--- src/rtl/axi2apb_multi_pkg.sv ---
// axi2apb_multi_pkg: shared FSM states, AXI response/burst codes and response merging
package axi2apb_multi_pkg;
  typedef enum logic [2:0] {IDLE, W_WAIT, SETUP, ACCESS, R_RESP, B_RESP} state_e;
  localparam logic [1:0] RESP_OKAY   = 2'b00;
  localparam logic [1:0] RESP_SLVERR = 2'b10;
  localparam logic [1:0] RESP_DECERR = 2'b11;
  localparam logic [1:0] BURST_FIXED = 2'b00;
  localparam logic [1:0] BURST_INCR  = 2'b01;
  localparam logic [1:0] BURST_WRAP  = 2'b10;
  function automatic logic [1:0] worst_resp(input logic [1:0] a, input logic [1:0] b);
    return (a == RESP_DECERR || b == RESP_DECERR) ? RESP_DECERR :
           (a == RESP_SLVERR || b == RESP_SLVERR) ? RESP_SLVERR : RESP_OKAY;
  endfunction
endpackage

--- src/rtl/axi2apb_multi_apb_timeout_cnt.sv ---
// apb_timeout_cnt: counts ACCESS cycles and flags the last one allowed without PREADY
import axi2apb_multi_pkg::*;
module apb_timeout_cnt #(
  parameter int TIMEOUT_CYCLES = 16
) (
  input  logic clk_i,
  input  logic rst_i,
  input  logic setup_i,
  input  logic access_i,
  output logic timeout_o
);
  localparam int CW = $clog2(TIMEOUT_CYCLES);
  localparam logic [CW-1:0] LIMIT = CW'(TIMEOUT_CYCLES - 1);
  logic [CW-1:0] cnt_q, cnt_d;
  assign timeout_o = access_i && cnt_q == LIMIT;
  // clear at SETUP, advance once per ACCESS cycle
  always_comb cnt_d = setup_i ? '0 : (access_i && !timeout_o) ? cnt_q + 1'b1 : cnt_q;
  // counter register
  always_ff @(posedge clk_i) cnt_q <= rst_i ? '0 : cnt_d;
endmodule

--- src/rtl/axi2apb_multi.sv ---
// axi2apb_multi: AXI4 to multi-port APB4 bridge splitting wide beats into APB sub-transfers
import axi2apb_multi_pkg::*;
module axi2apb_multi #(
  parameter int AXI_ADDR_WIDTH = 32,
  parameter int AXI_DATA_WIDTH = 64,
  parameter int AXI_ID_WIDTH   = 4,
  parameter int APB_ADDR_WIDTH = 12,
  parameter int APB_DATA_WIDTH = 32,
  parameter int NUM_SLAVES     = 4,
  parameter int TIMEOUT_CYCLES = 16
) (
  input  logic                                 clk_i,
  input  logic                                 rst_i,
  input  logic [AXI_ID_WIDTH-1:0]              aw_id_i,
  input  logic [AXI_ADDR_WIDTH-1:0]            aw_addr_i,
  input  logic [7:0]                           aw_len_i,
  input  logic [1:0]                           aw_burst_i,
  input  logic [2:0]                           aw_prot_i,
  input  logic                                 aw_valid_i,
  output logic                                 aw_ready_o,
  input  logic [AXI_DATA_WIDTH-1:0]            w_data_i,
  input  logic [AXI_DATA_WIDTH/8-1:0]          w_strb_i,
  input  logic                                 w_last_i,
  input  logic                                 w_valid_i,
  output logic                                 w_ready_o,
  output logic [AXI_ID_WIDTH-1:0]              b_id_o,
  output logic [1:0]                           b_resp_o,
  output logic                                 b_valid_o,
  input  logic                                 b_ready_i,
  input  logic [AXI_ID_WIDTH-1:0]              ar_id_i,
  input  logic [AXI_ADDR_WIDTH-1:0]            ar_addr_i,
  input  logic [7:0]                           ar_len_i,
  input  logic [1:0]                           ar_burst_i,
  input  logic [2:0]                           ar_prot_i,
  input  logic                                 ar_valid_i,
  output logic                                 ar_ready_o,
  output logic [AXI_ID_WIDTH-1:0]              r_id_o,
  output logic [AXI_DATA_WIDTH-1:0]            r_data_o,
  output logic [1:0]                           r_resp_o,
  output logic                                 r_last_o,
  output logic                                 r_valid_o,
  input  logic                                 r_ready_i,
  output logic [NUM_SLAVES-1:0]                psel_o,
  output logic                                 penable_o,
  output logic                                 pwrite_o,
  output logic [APB_ADDR_WIDTH-1:0]            paddr_o,
  output logic [APB_DATA_WIDTH-1:0]            pwdata_o,
  output logic [APB_DATA_WIDTH/8-1:0]          pstrb_o,
  output logic [2:0]                           pprot_o,
  input  logic [NUM_SLAVES*APB_DATA_WIDTH-1:0] prdata_i,
  input  logic [NUM_SLAVES-1:0]                pready_i,
  input  logic [NUM_SLAVES-1:0]                pslverr_i
);
  localparam int RATIO  = AXI_DATA_WIDTH / APB_DATA_WIDTH;
  localparam int SEL_W  = NUM_SLAVES > 1 ? $clog2(NUM_SLAVES) : 1;
  localparam int SUB_W  = RATIO > 1 ? $clog2(RATIO) : 1;
  localparam int AXI_SB = AXI_DATA_WIDTH / 8;
  localparam int APB_SB = APB_DATA_WIDTH / 8;
  state_e                    state_q, state_d;
  logic                      pref_w_q, pref_w_d, write_q, write_d;
  logic [AXI_ID_WIDTH-1:0]   id_q, id_d;
  logic [APB_ADDR_WIDTH-1:0] addr_q, addr_d;
  logic [7:0]                len_q, len_d, beat_q, beat_d;
  logic [1:0]                burst_q, burst_d, err_q, err_d;
  logic [2:0]                prot_q, prot_d;
  logic [SEL_W-1:0]          idx_q, idx_d;
  logic [SUB_W-1:0]          sub_q, sub_d;
  logic [RATIO-1:0]          mask_q, mask_d;
  logic [AXI_DATA_WIDTH-1:0] wdata_q, wdata_d, rdata_q, rdata_d;
  logic [AXI_SB-1:0]         wstrb_q, wstrb_d;
  logic [1:0]                beat_resp_q, beat_resp_d, burst_resp_q, burst_resp_d;
  logic                      grant_w, grant_r, apb_act, last_beat, acc_done, timeout;
  logic                      pready_sel, pslverr_sel, nxt_ok;
  logic [APB_DATA_WIDTH-1:0] prdata_sel;
  logic [AXI_ADDR_WIDTH-1:0] a_addr;
  logic [1:0]                a_burst, a_err, sub_resp;
  logic [SEL_W-1:0]          a_idx;
  logic [APB_ADDR_WIDTH-1:0] a_base, next_addr;
  logic [RATIO-1:0]          w_mask;
  logic [SUB_W-1:0]          w_first, nxt_lane;
  logic                      unused_ok;
  assign unused_ok  = ^{aw_addr_i, ar_addr_i, w_last_i};
  assign grant_w    = state_q == IDLE && aw_valid_i && (!ar_valid_i || pref_w_q);
  assign grant_r    = state_q == IDLE && ar_valid_i && !grant_w;
  assign a_addr     = grant_w ? aw_addr_i : ar_addr_i;
  assign a_burst    = grant_w ? aw_burst_i : ar_burst_i;
  assign a_idx      = a_addr[APB_ADDR_WIDTH +: SEL_W];
  assign a_err      = int'(a_idx) >= NUM_SLAVES ? RESP_DECERR : a_burst == BURST_WRAP ? RESP_SLVERR : RESP_OKAY;
  assign a_base     = a_addr[APB_ADDR_WIDTH-1:0] & ~APB_ADDR_WIDTH'(AXI_SB - 1);
  assign next_addr  = burst_q == BURST_INCR ? addr_q + APB_ADDR_WIDTH'(AXI_SB) : addr_q;
  assign last_beat  = beat_q == len_q;
  assign apb_act    = state_q == SETUP || state_q == ACCESS;
  assign acc_done   = state_q == ACCESS && (pready_sel || timeout);
  assign sub_resp   = pready_sel && !pslverr_sel ? RESP_OKAY : RESP_SLVERR;
  apb_timeout_cnt #(.TIMEOUT_CYCLES(TIMEOUT_CYCLES)) u_tmo (
    .clk_i    (clk_i),
    .rst_i    (rst_i),
    .setup_i  (state_q == SETUP),
    .access_i (state_q == ACCESS),
    .timeout_o(timeout)
  );
  // route the selected slave's handshake and read data
  always_comb begin
    prdata_sel  = '0;
    pready_sel  = 1'b0;
    pslverr_sel = 1'b0;
    for (int s = 0; s < NUM_SLAVES; s++) if (int'(idx_q) == s) begin
      prdata_sel  = prdata_i[s*APB_DATA_WIDTH +: APB_DATA_WIDTH];
      pready_sel  = pready_i[s];
      pslverr_sel = pslverr_i[s];
    end
  end
  // lanes with live strobes and the next lane to visit in the current beat
  always_comb begin
    w_mask   = '0;
    w_first  = '0;
    nxt_ok   = 1'b0;
    nxt_lane = '0;
    for (int k = 0; k < RATIO; k++) w_mask[k] = |w_strb_i[k*APB_SB +: APB_SB];
    for (int k = RATIO - 1; k >= 0; k--) begin
      if (w_mask[k]) w_first = SUB_W'(k);
      if (mask_q[k] && k > int'(sub_q)) begin
        nxt_ok   = 1'b1;
        nxt_lane = SUB_W'(k);
      end
    end
  end
  // APB lane mux for the active sub-transfer
  always_comb begin
    pwdata_o = '0;
    pstrb_o  = '0;
    for (int k = 0; k < RATIO; k++) if (k == int'(sub_q)) begin
      pwdata_o = wdata_q[k*APB_DATA_WIDTH +: APB_DATA_WIDTH];
      pstrb_o  = write_q && apb_act ? wstrb_q[k*APB_SB +: APB_SB] : '0;
    end
  end
  // bridge FSM: arbitration, beat sequencing, sub-transfer stepping, response merging
  always_comb begin
    state_d      = state_q;
    pref_w_d     = pref_w_q;
    write_d      = write_q;
    id_d         = id_q;
    addr_d       = addr_q;
    len_d        = len_q;
    beat_d       = beat_q;
    burst_d      = burst_q;
    err_d        = err_q;
    prot_d       = prot_q;
    idx_d        = idx_q;
    sub_d        = sub_q;
    mask_d       = mask_q;
    wdata_d      = wdata_q;
    wstrb_d      = wstrb_q;
    rdata_d      = rdata_q;
    beat_resp_d  = beat_resp_q;
    burst_resp_d = burst_resp_q;
    case (state_q)
      IDLE: if (grant_w || grant_r) begin
        write_d      = grant_w;
        pref_w_d     = !grant_w;
        id_d         = grant_w ? aw_id_i : ar_id_i;
        len_d        = grant_w ? aw_len_i : ar_len_i;
        prot_d       = grant_w ? aw_prot_i : ar_prot_i;
        burst_d      = a_burst;
        addr_d       = a_base;
        idx_d        = a_idx;
        err_d        = a_err;
        beat_d       = '0;
        sub_d        = '0;
        mask_d       = '1;
        rdata_d      = '0;
        beat_resp_d  = a_err;
        burst_resp_d = RESP_OKAY;
        state_d      = grant_w ? W_WAIT : a_err != RESP_OKAY ? R_RESP : SETUP;
      end
      W_WAIT: if (w_valid_i) begin
        wdata_d     = w_data_i;
        wstrb_d     = w_strb_i;
        mask_d      = w_mask;
        sub_d       = w_first;
        beat_resp_d = err_q;
        if (err_q != RESP_OKAY || w_mask == '0) begin
          burst_resp_d = worst_resp(burst_resp_q, err_q);
          beat_d       = beat_q + 8'd1;
          addr_d       = next_addr;
          state_d      = last_beat ? B_RESP : W_WAIT;
        end else state_d = SETUP;
      end
      SETUP: state_d = ACCESS;
      ACCESS: if (acc_done) begin
        beat_resp_d = worst_resp(beat_resp_q, sub_resp);
        for (int k = 0; k < RATIO; k++) if (!write_q && k == int'(sub_q)) rdata_d[k*APB_DATA_WIDTH +: APB_DATA_WIDTH] = prdata_sel;
        if (nxt_ok) begin
          sub_d   = nxt_lane;
          state_d = SETUP;
        end else if (!write_q) state_d = R_RESP;
        else begin
          burst_resp_d = worst_resp(burst_resp_q, worst_resp(beat_resp_q, sub_resp));
          beat_d       = beat_q + 8'd1;
          addr_d       = next_addr;
          state_d      = last_beat ? B_RESP : W_WAIT;
        end
      end
      R_RESP: if (r_ready_i) begin
        beat_d      = beat_q + 8'd1;
        addr_d      = next_addr;
        sub_d       = '0;
        rdata_d     = '0;
        beat_resp_d = err_q;
        state_d     = last_beat ? IDLE : err_q != RESP_OKAY ? R_RESP : SETUP;
      end
      B_RESP: if (b_ready_i) state_d = IDLE;
      default: state_d = IDLE;
    endcase
  end
  // state registers
  always_ff @(posedge clk_i) begin
    state_q      <= rst_i ? IDLE : state_d;
    pref_w_q     <= rst_i ? 1'b1 : pref_w_d;
    write_q      <= rst_i ? 1'b0 : write_d;
    id_q         <= rst_i ? '0 : id_d;
    addr_q       <= rst_i ? '0 : addr_d;
    len_q        <= rst_i ? '0 : len_d;
    beat_q       <= rst_i ? '0 : beat_d;
    burst_q      <= rst_i ? '0 : burst_d;
    err_q        <= rst_i ? '0 : err_d;
    prot_q       <= rst_i ? '0 : prot_d;
    idx_q        <= rst_i ? '0 : idx_d;
    sub_q        <= rst_i ? '0 : sub_d;
    mask_q       <= rst_i ? '0 : mask_d;
    wdata_q      <= rst_i ? '0 : wdata_d;
    wstrb_q      <= rst_i ? '0 : wstrb_d;
    rdata_q      <= rst_i ? '0 : rdata_d;
    beat_resp_q  <= rst_i ? '0 : beat_resp_d;
    burst_resp_q <= rst_i ? '0 : burst_resp_d;
  end
  assign aw_ready_o = grant_w;
  assign ar_ready_o = grant_r;
  assign w_ready_o  = state_q == W_WAIT;
  assign b_valid_o  = state_q == B_RESP;
  assign b_id_o     = id_q;
  assign b_resp_o   = burst_resp_q;
  assign r_valid_o  = state_q == R_RESP;
  assign r_id_o     = id_q;
  assign r_data_o   = rdata_q;
  assign r_resp_o   = beat_resp_q;
  assign r_last_o   = r_valid_o && last_beat;
  assign psel_o     = apb_act ? NUM_SLAVES'(1) << idx_q : '0;
  assign penable_o  = state_q == ACCESS;
  assign pwrite_o   = apb_act && write_q;
  assign paddr_o    = addr_q + (APB_ADDR_WIDTH'(sub_q) << $clog2(APB_SB));
  assign pprot_o    = prot_q;
endmodule

--- config.mk ---
export PLATFORM = sky130hd
export DESIGN_NAME = axi2apb_multi
export DESIGN_NICKNAME = d
export VERILOG_FILES = /design/src/rtl/axi2apb_multi_pkg.sv /design/src/rtl/axi2apb_multi_apb_timeout_cnt.sv /design/src/rtl/axi2apb_multi.sv
export SDC_FILE = /design/constraint.sdc
export NUM_CORES = 1
export LEC_CHECK = 0
export ABC_CLOCK_PERIOD_IN_PS = 1850
export CAP_MARGIN = 20
export CORE_UTILIZATION = 30
export CTS_CLUSTER_SIZE = 24
export DETAILED_ROUTE_END_ITERATION = 7
export SYNTH_ARGS = -nofsm -noshare
export SYNTH_HDL_FRONTEND = slang
export SYNTH_SLANG_ARGS = --single-unit
--- constraint.sdc ---
create_clock -name clk_i -period 1.85 [get_ports clk_i]
set_input_delay 0.185 -clock clk_i [delete_from_list [all_inputs] [get_ports clk_i]]
set_output_delay 0.185 -clock clk_i [all_outputs]
set_load 0.02 [all_outputs]
==> impl_metrics.env, run 1 <==
export IMPL_setup_viol=89
export IMPL_cp_required_ns=2.18
export IMPL_ys_ff_latch=188
export IMPL_synth_top_area_cell="dfxtp_1"
export IMPL_max_cap_viol_count=0
export IMPL_fmax_ghz=0.495
export IMPL_vias=9447
export IMPL_ys_seq_area_frac=0.407
export IMPL_synth_ff_type="dfxtp_1"
export IMPL_synthCells=1062
export IMPL_core_region_area_um2=30000
export IMPL_holdWs_ns=0.0535
export IMPL_synth_top_family_by_area="simple AND/OR/NAND/NOR gates"
export IMPL_power_mw=19.6
export IMPL_core_rowCount=63
export IMPL_grt_pass1_vias=9250
export IMPL_clk_path_buf_depth=2
export IMPL_ios=453
export IMPL_setup_ws_ns=-0.168
export IMPL_grt_usage=0.207
export IMPL_critical_path_peak_fanout=7
export IMPL_cts_reportedPaths_clkPinSlew_ns=0.08
export IMPL_overflow=0
export IMPL_post_route_drc_count=0
export IMPL_power_density_nw_per_um2=1260
export IMPL_outcome="finished with violations"
export IMPL_violations="setup timing"
export IMPL_num_nets_final=1835
export IMPL_grt_start_max_net_pins=85
export IMPL_clock_latency_ns=0.44
export IMPL_postSynthAreaPerCell_um2=8.70
export IMPL_firstDrtPassIters=5
export IMPL_period_needed_ns=2.02
export IMPL_numClockSinks=188
export IMPL_fp_dieArea_um2=31500
export IMPL_dp_hpwl_um=25100
export IMPL_fp_dieW_um=178
export IMPL_synth_edf_count=0
export IMPL_max_vdd_ir_drop_uv=582
export IMPL_grt_pass1_wl_um=50400
export IMPL_rsz0062_at_grt="yes"
export IMPL_gp_congestion=0.799
export IMPL_worst_hold_path_type="in2reg"
export IMPL_crit_type="reg2reg"
export IMPL_cts_made_buffers=17
export IMPL_cp_start_kind="flip-flop"
export IMPL_yosysWarnings=0
export IMPL_fp_dieH_um=178
export IMPL_antenna_found_initial=0
export IMPL_cts_tree="yes"
export IMPL_synth_compound_area_share=0.155
export IMPL_yosys_area_share_simple=0.193
export IMPL_cp_arrival_ns=2.34
export IMPL_io_buffers=407
export IMPL_routedWlPerCell_um=17.7
export IMPL_viasPerCell=4.92
export IMPL_slew_viol_final=0
export IMPL_drt_iter0_drc=581
export IMPL_area_growth_pct=68.1
export IMPL_start_util=0.308
export IMPL_yosys_top_cells_area="dfxtp_1, nand2_1, mux4_2"
export IMPL_period_share=1.09
export IMPL_cts_max_level=4
export IMPL_diodes=0
export IMPL_cts_root_buf="clkbuf_16"
export IMPL_yosys_area_top_type_share=0.407
export IMPL_syn_cell_area_um2=9240
export IMPL_postCtsHoldBufs=0
export IMPL_hold_violations=0
export IMPL_synth_async_reset_ratio=0
export IMPL_end_kind="flip-flop"
export IMPL_synth_cell_type_count=63
export IMPL_p_leak_nw=5.99
export IMPL_synthMuxAreaShare=0.177
export IMPL_wirelength_um=34100
export IMPL_synthXorXnorAreaFrac=0.00948
export IMPL_synthAdderAreaFrac=0.00406
export IMPL_finClkSkew_ns=0.0140
export IMPL_drive_above_1_share=0.237
export IMPL_final_antenna_net_count=0
==> final timing paths <==
kind	start	to	slack, ns	cells past startpoint
worst max-delay path	idx_q[0]	beat_q[6]	-0.17	7
worst min-delay path	rst_i	sub_q	0.05	2
worst max register to register	idx_q[0]	beat_q[6]	-0.17	7
worst min register to register	wdata_q[1]	wdata_q[1]	0.45	2
==> kinds of logic (layout without fill, tap and decap cells) <==
logic type,count (synthesis),in the layout
muxes,116,116
DFF,188,188
buffers and inverters,108,574
other,1,2
and+or+nand+nor,426,427
AOI/OAI and AO/OA,210,210
xor gates and xnor gates,10,10
adders and majority gates,3,3
==> power by group <==
| part | switching [mW] | internal (mW) |
|---|---|---|
| sequential | 0.487 | 4.68 |
| clock | 1.85 | 1.81 |
| combinational | 5.10 | 5.66 |
| total | 7.44 | 12.1 |
==> layout make-up <==
type / instances / area, um^2
tap: 390 / 488
sequential: 188 / 3780
timing repair buffer: 534 / 5360
clock inverter: 14 / 149
clock buffer: 17 / 425
multi-input combinational: 768 / 5290
inverter: 9 / 36.3
fill: 2784 / 14400
==> cells in the final DEF, fill, tap and decap left out, drive strengths merged, types with 6 or more instances in the layout <==
| cell type | netlist | final |
|---|---|---|
| mux4 | 34 | 34 |
| and3 | 7 | 7 |
| clkdlybuf4s15 | 0 | 10 |
| clkinv | 0 | 6 |
| mux2 | 39 | 39 |
| nor2b | 8 | 8 |
| o21ai | 14 | 14 |
| nor2 | 79 | 79 |
| inv | 9 | 16 |
| o311ai | 7 | 7 |
| buf | 33 | 154 |
| nand2 | 273 | 273 |
| a311oi | 19 | 19 |
| nand3 | 11 | 11 |
| nor3 | 11 | 11 |
| xor2 | 9 | 9 |
| and2 | 5 | 6 |
| a31o | 33 | 33 |
| a21oi | 96 | 96 |
| a211oi | 6 | 6 |
| nand2b | 7 | 7 |
| clkdlybuf4s50 | 0 | 358 |
| mux2i | 43 | 43 |
| nor4 | 7 | 7 |
| dfxtp | 188 | 188 |
| clkbuf | 66 | 26 |
==> metal layers <==
metal  global-route usage  up-vias  routed length, um
met3               0.0516       52               2390
li1                     -     4636                  -
met4               0.0897        0               1240
met5                    0        -                  0
met2                0.372      318              17200
met1                0.229     4441              13200
==> sequential cells by signal, summed over array words and instances, names as in the netlist, 2 cells and up <==
signal	cells
r_data_o	64
wdata_q	64
addr_q	9
beat_q	8
len_q	8
wstrb_q	8
b_id_o	4
u_tmo.cnt_q	4
pprot_o	3
state_q	3
b_resp_o	2
burst_q	2
idx_q	2
r_resp_o	2
==> stage by stage <==
stage / setup slack, ns / utilization / cells / TNS (ns) / cell area, um^2
6_report: -0.168 / 0.519 / 1920 / -9.49 / 15500
3_5_place_dp: -0.639 / 0.477 / 1855 / -33.60 / 14300
5_1_grt: -0.248 / 0.519 / 1920 / -16.23 / 15500
4_1_cts: -0.173 / 0.510 / 1908 / -10.39 / 15300
3_3_place_gp: -0.544 / 0.477 / 1855 / -30.97 / 14300
2_1_floorplan: -0.00219 / - / 1063 / -0.0657 / 9290
==> what timing repair did <==
item	4_1_cts	5_1_grt
endpoints found under the setup margin	137	142
pin swaps	7	10
gates cloned	5	2
buffers inserted	18	14
gates resized for setup	195	74
==> cell usage after synthesis, drive strengths merged, types with 2 or more instances <==
cell type	number
nand3	11
a21o	3
nor4	7
nand2	273
inv	9
or4	2
o21ai	14
nor2b	8
dfxtp	188
a311oi	19
nor3	11
and2	5
mux2i	43
a32o	4
and3	7
or2	3
a31o	33
a31oi	2
buf	33
nand2b	7
o211ai	2
a211oi	6
o31ai	5
nor2	79
o21a	3
o311ai	7
a21oi	96
clkbuf	66
or3	2
o32ai	2
ha	3
mux2	39
nand4	2
a41oi	2
mux4	34
xor2	9
a2111o	2
nor3b	5
==> worst max-delay path, stage by stage, from the launching register on <==
cell,delay (ns)
dfxtp_2,0.34
mux4_2,0.57
o32a_4,0.37
buf_4,0.17
nand2_8,0.09
buf_6,0.12
nor3_4,0.05
a32o_1,0.21
Power figures use the tool's default switching activity.
==> inputs of run 2 (changes only) <==
--- a/config.mk
+++ b/config.mk
@@ -8,7 +8,7 @@
 export ABC_CLOCK_PERIOD_IN_PS = 1850
 export CAP_MARGIN = 20
 export CORE_UTILIZATION = 30
-export CTS_CLUSTER_SIZE = 24
+export CTS_CLUSTER_SIZE = 12
 export DETAILED_ROUTE_END_ITERATION = 7
 export SYNTH_ARGS = -nofsm -noshare
 export SYNTH_HDL_FRONTEND = slang
==> results of run 2 <==
Final layout, timing and power as in run 1 (identical DEF).
==> inputs of run 3 (changes only) <==
--- a/config.mk
+++ b/config.mk
@@ -6,10 +6,11 @@
 export NUM_CORES = 1
 export LEC_CHECK = 0
 export ABC_CLOCK_PERIOD_IN_PS = 1850
-export CAP_MARGIN = 20
+export CAP_MARGIN = 10
 export CORE_UTILIZATION = 30
 export CTS_CLUSTER_SIZE = 12
 export DETAILED_ROUTE_END_ITERATION = 7
+export PLACE_DENSITY = 0.76
 export SYNTH_ARGS = -nofsm -noshare
 export SYNTH_HDL_FRONTEND = slang
 export SYNTH_SLANG_ARGS = --single-unit
==> impl_metrics.env, run 3 (synthesis gave the netlist of run 1 again) <==
export IMPL_layout_common_cells="clkdlybuf4s50_1, nand2_1, dfxtp_1"
export IMPL_core_region_area_um2=30000
export IMPL_max_vdd_ir_drop_uv=621
export IMPL_reg2reg_depth=6
export IMPL_cts_root_buf="clkbuf_16"
export IMPL_wl_met1_um=12600
export IMPL_worst_hold_path_type="in2reg"
export IMPL_max_cap_viol_count=0
export IMPL_crit_buf_inv=1
export IMPL_drive_above_1_share=0.219
export IMPL_start_util=0.308
export IMPL_grt_start_max_net_pins=85
export IMPL_fin_area_um2=15200
export IMPL_ios=453
export IMPL_firstDrtPassIters=5
export IMPL_period_needed_ns=2.05
export IMPL_tns_ns=-9.58
export IMPL_routedWlPerCell_um=17.7
export IMPL_cp_start_kind="flip-flop"
export IMPL_wirelength_um=33700
export IMPL_grt_pass1_wl_um=49200
export IMPL_power_density_nw_per_um2=1220
export IMPL_setup_viol=87
export IMPL_cp_arrival_ns=2.38
export IMPL_fp_dieArea_um2=31500
export IMPL_clock_latency_ns=0.44
export IMPL_viasPerCell=5.03
export IMPL_grt_pass1_vias=9248
export IMPL_final_common_cell="clkdlybuf4s50_1"
export IMPL_routed_top_layer="met5"
export IMPL_p_leak_nw=5.85
export IMPL_slew_viol_final=0
export IMPL_core_rowCount=63
export IMPL_cts_made_buffers=17
export IMPL_cts_reportedPaths_clkPinSlew_ns=0.08
export IMPL_overflow=0
export IMPL_crit_type="reg2reg"
export IMPL_outcome="finished with violations"
export IMPL_hold_violations=0
export IMPL_post_route_drc_count=0
export IMPL_dp_hpwl_um=24900
export IMPL_cp_required_ns=2.18
export IMPL_power_mw=18.6
export IMPL_final_antenna_net_count=0
export IMPL_finClkSkew_ns=0.0140
export IMPL_holdWs_ns=0.0856
export IMPL_grt_usage=0.200
export IMPL_cts_max_level=4
export IMPL_io_buffers=407
export IMPL_period_share=1.11
export IMPL_drt_iter0_drc=574
export IMPL_violations="setup timing"
export IMPL_vias=9544
export IMPL_cpLargestDelayFamily="compound AO/OA/AOI/OAI gates"
export IMPL_end_kind="flip-flop"
export IMPL_gp_congestion=0.832
export IMPL_num_nets_final=1811
export IMPL_setup_ws_ns=-0.200
export IMPL_met3_wirelength_um=2260
export IMPL_fp_dieW_um=178
export IMPL_placed_cell_area_um2=14200
export IMPL_rsz0062_at_grt="yes"
export IMPL_postCtsHoldBufs=0
export IMPL_clk_path_buf_depth=2
export IMPL_cp_slowest_cell="mux4_2"
export IMPL_crit_path_cell_trace="mux4_2, o32a_4, o21ai_4, buf_12, nor2_1, a31o_2"
export IMPL_met2_length_um=17900
export IMPL_pre_cts_ws_ns=-0.653
export IMPL_numClockSinks=188
export IMPL_min_path_cells=2
export IMPL_critical_path_peak_fanout=34
export IMPL_area_growth_pct=64.4
export IMPL_cpPeakStageDelay_ns=0.59
export IMPL_fp_dieH_um=178
export IMPL_fmax_ghz=0.488
export IMPL_path_depth=6
export IMPL_cts_tree="yes"
export IMPL_antenna_found_initial=2
run 3: layer usage:
| metal | up-vias | GRT usage |
|---|---|---|
| li1 | 4588 | - |
| met1 | 4559 | 0.212 |
| met2 | 343 | 0.382 |
| met3 | 52 | 0.0469 |
| met4 | 2 | 0.0726 |
| met5 | - | 0 |
run 3: power by group:
part	internal, mW	switching [mW]
registers	4.68	0.494
clock network	2.00	1.80
logic	4.85	4.78
total	11.5	7.08
run 3: path summary, 6_finish.rpt:
| kind | from | endpoint | slack (ns) |
|---|---|---|---|
| worst max register to register | idx_q[0] | r_data_o[10] | -0.20 |
| worst max-delay path | idx_q[0] | r_data_o[10] | -0.20 |
| worst min-delay path | rst_i | beat_q[0] | 0.09 |
| worst min register to register | wdata_q[25] | wdata_q[25] | 0.45 |
run 3: layout make-up:
cell class | count | area (um^2)
clock inverter | 13 | 145
multi-input combinational | 767 | 5200
antenna | 1 | 2.50
inverter | 9 | 33.8
tap | 390 | 488
sequential | 188 | 3780
fill | 2739 | 14800
timing repair buffer | 511 | 5090
clock buffer | 19 | 453
run 3: worst register-to-register path: cells and delay by family (launching register included):
kind	cells	cell delay, ns
and+or+nand+nor	1	0.08
muxes	1	0.59
buffers and inverters	1	0.23
AOI/OAI and AO/OA	3	0.71
DFF	1	0.35
run 3: what timing repair did:
action,4_1_cts,5_1_grt
gates cloned,2,4
resized for setup,176,59
buffers inserted,5,10
pin swaps,4,9
setup endpoints to repair,135,193
run 3: through the flow:
step                 util  cells
floorplan               -   1063
global placement    0.476   1847
detailed placement  0.476   1847
CTS                 0.497   1886
global route        0.507   1898
finish              0.507   1898
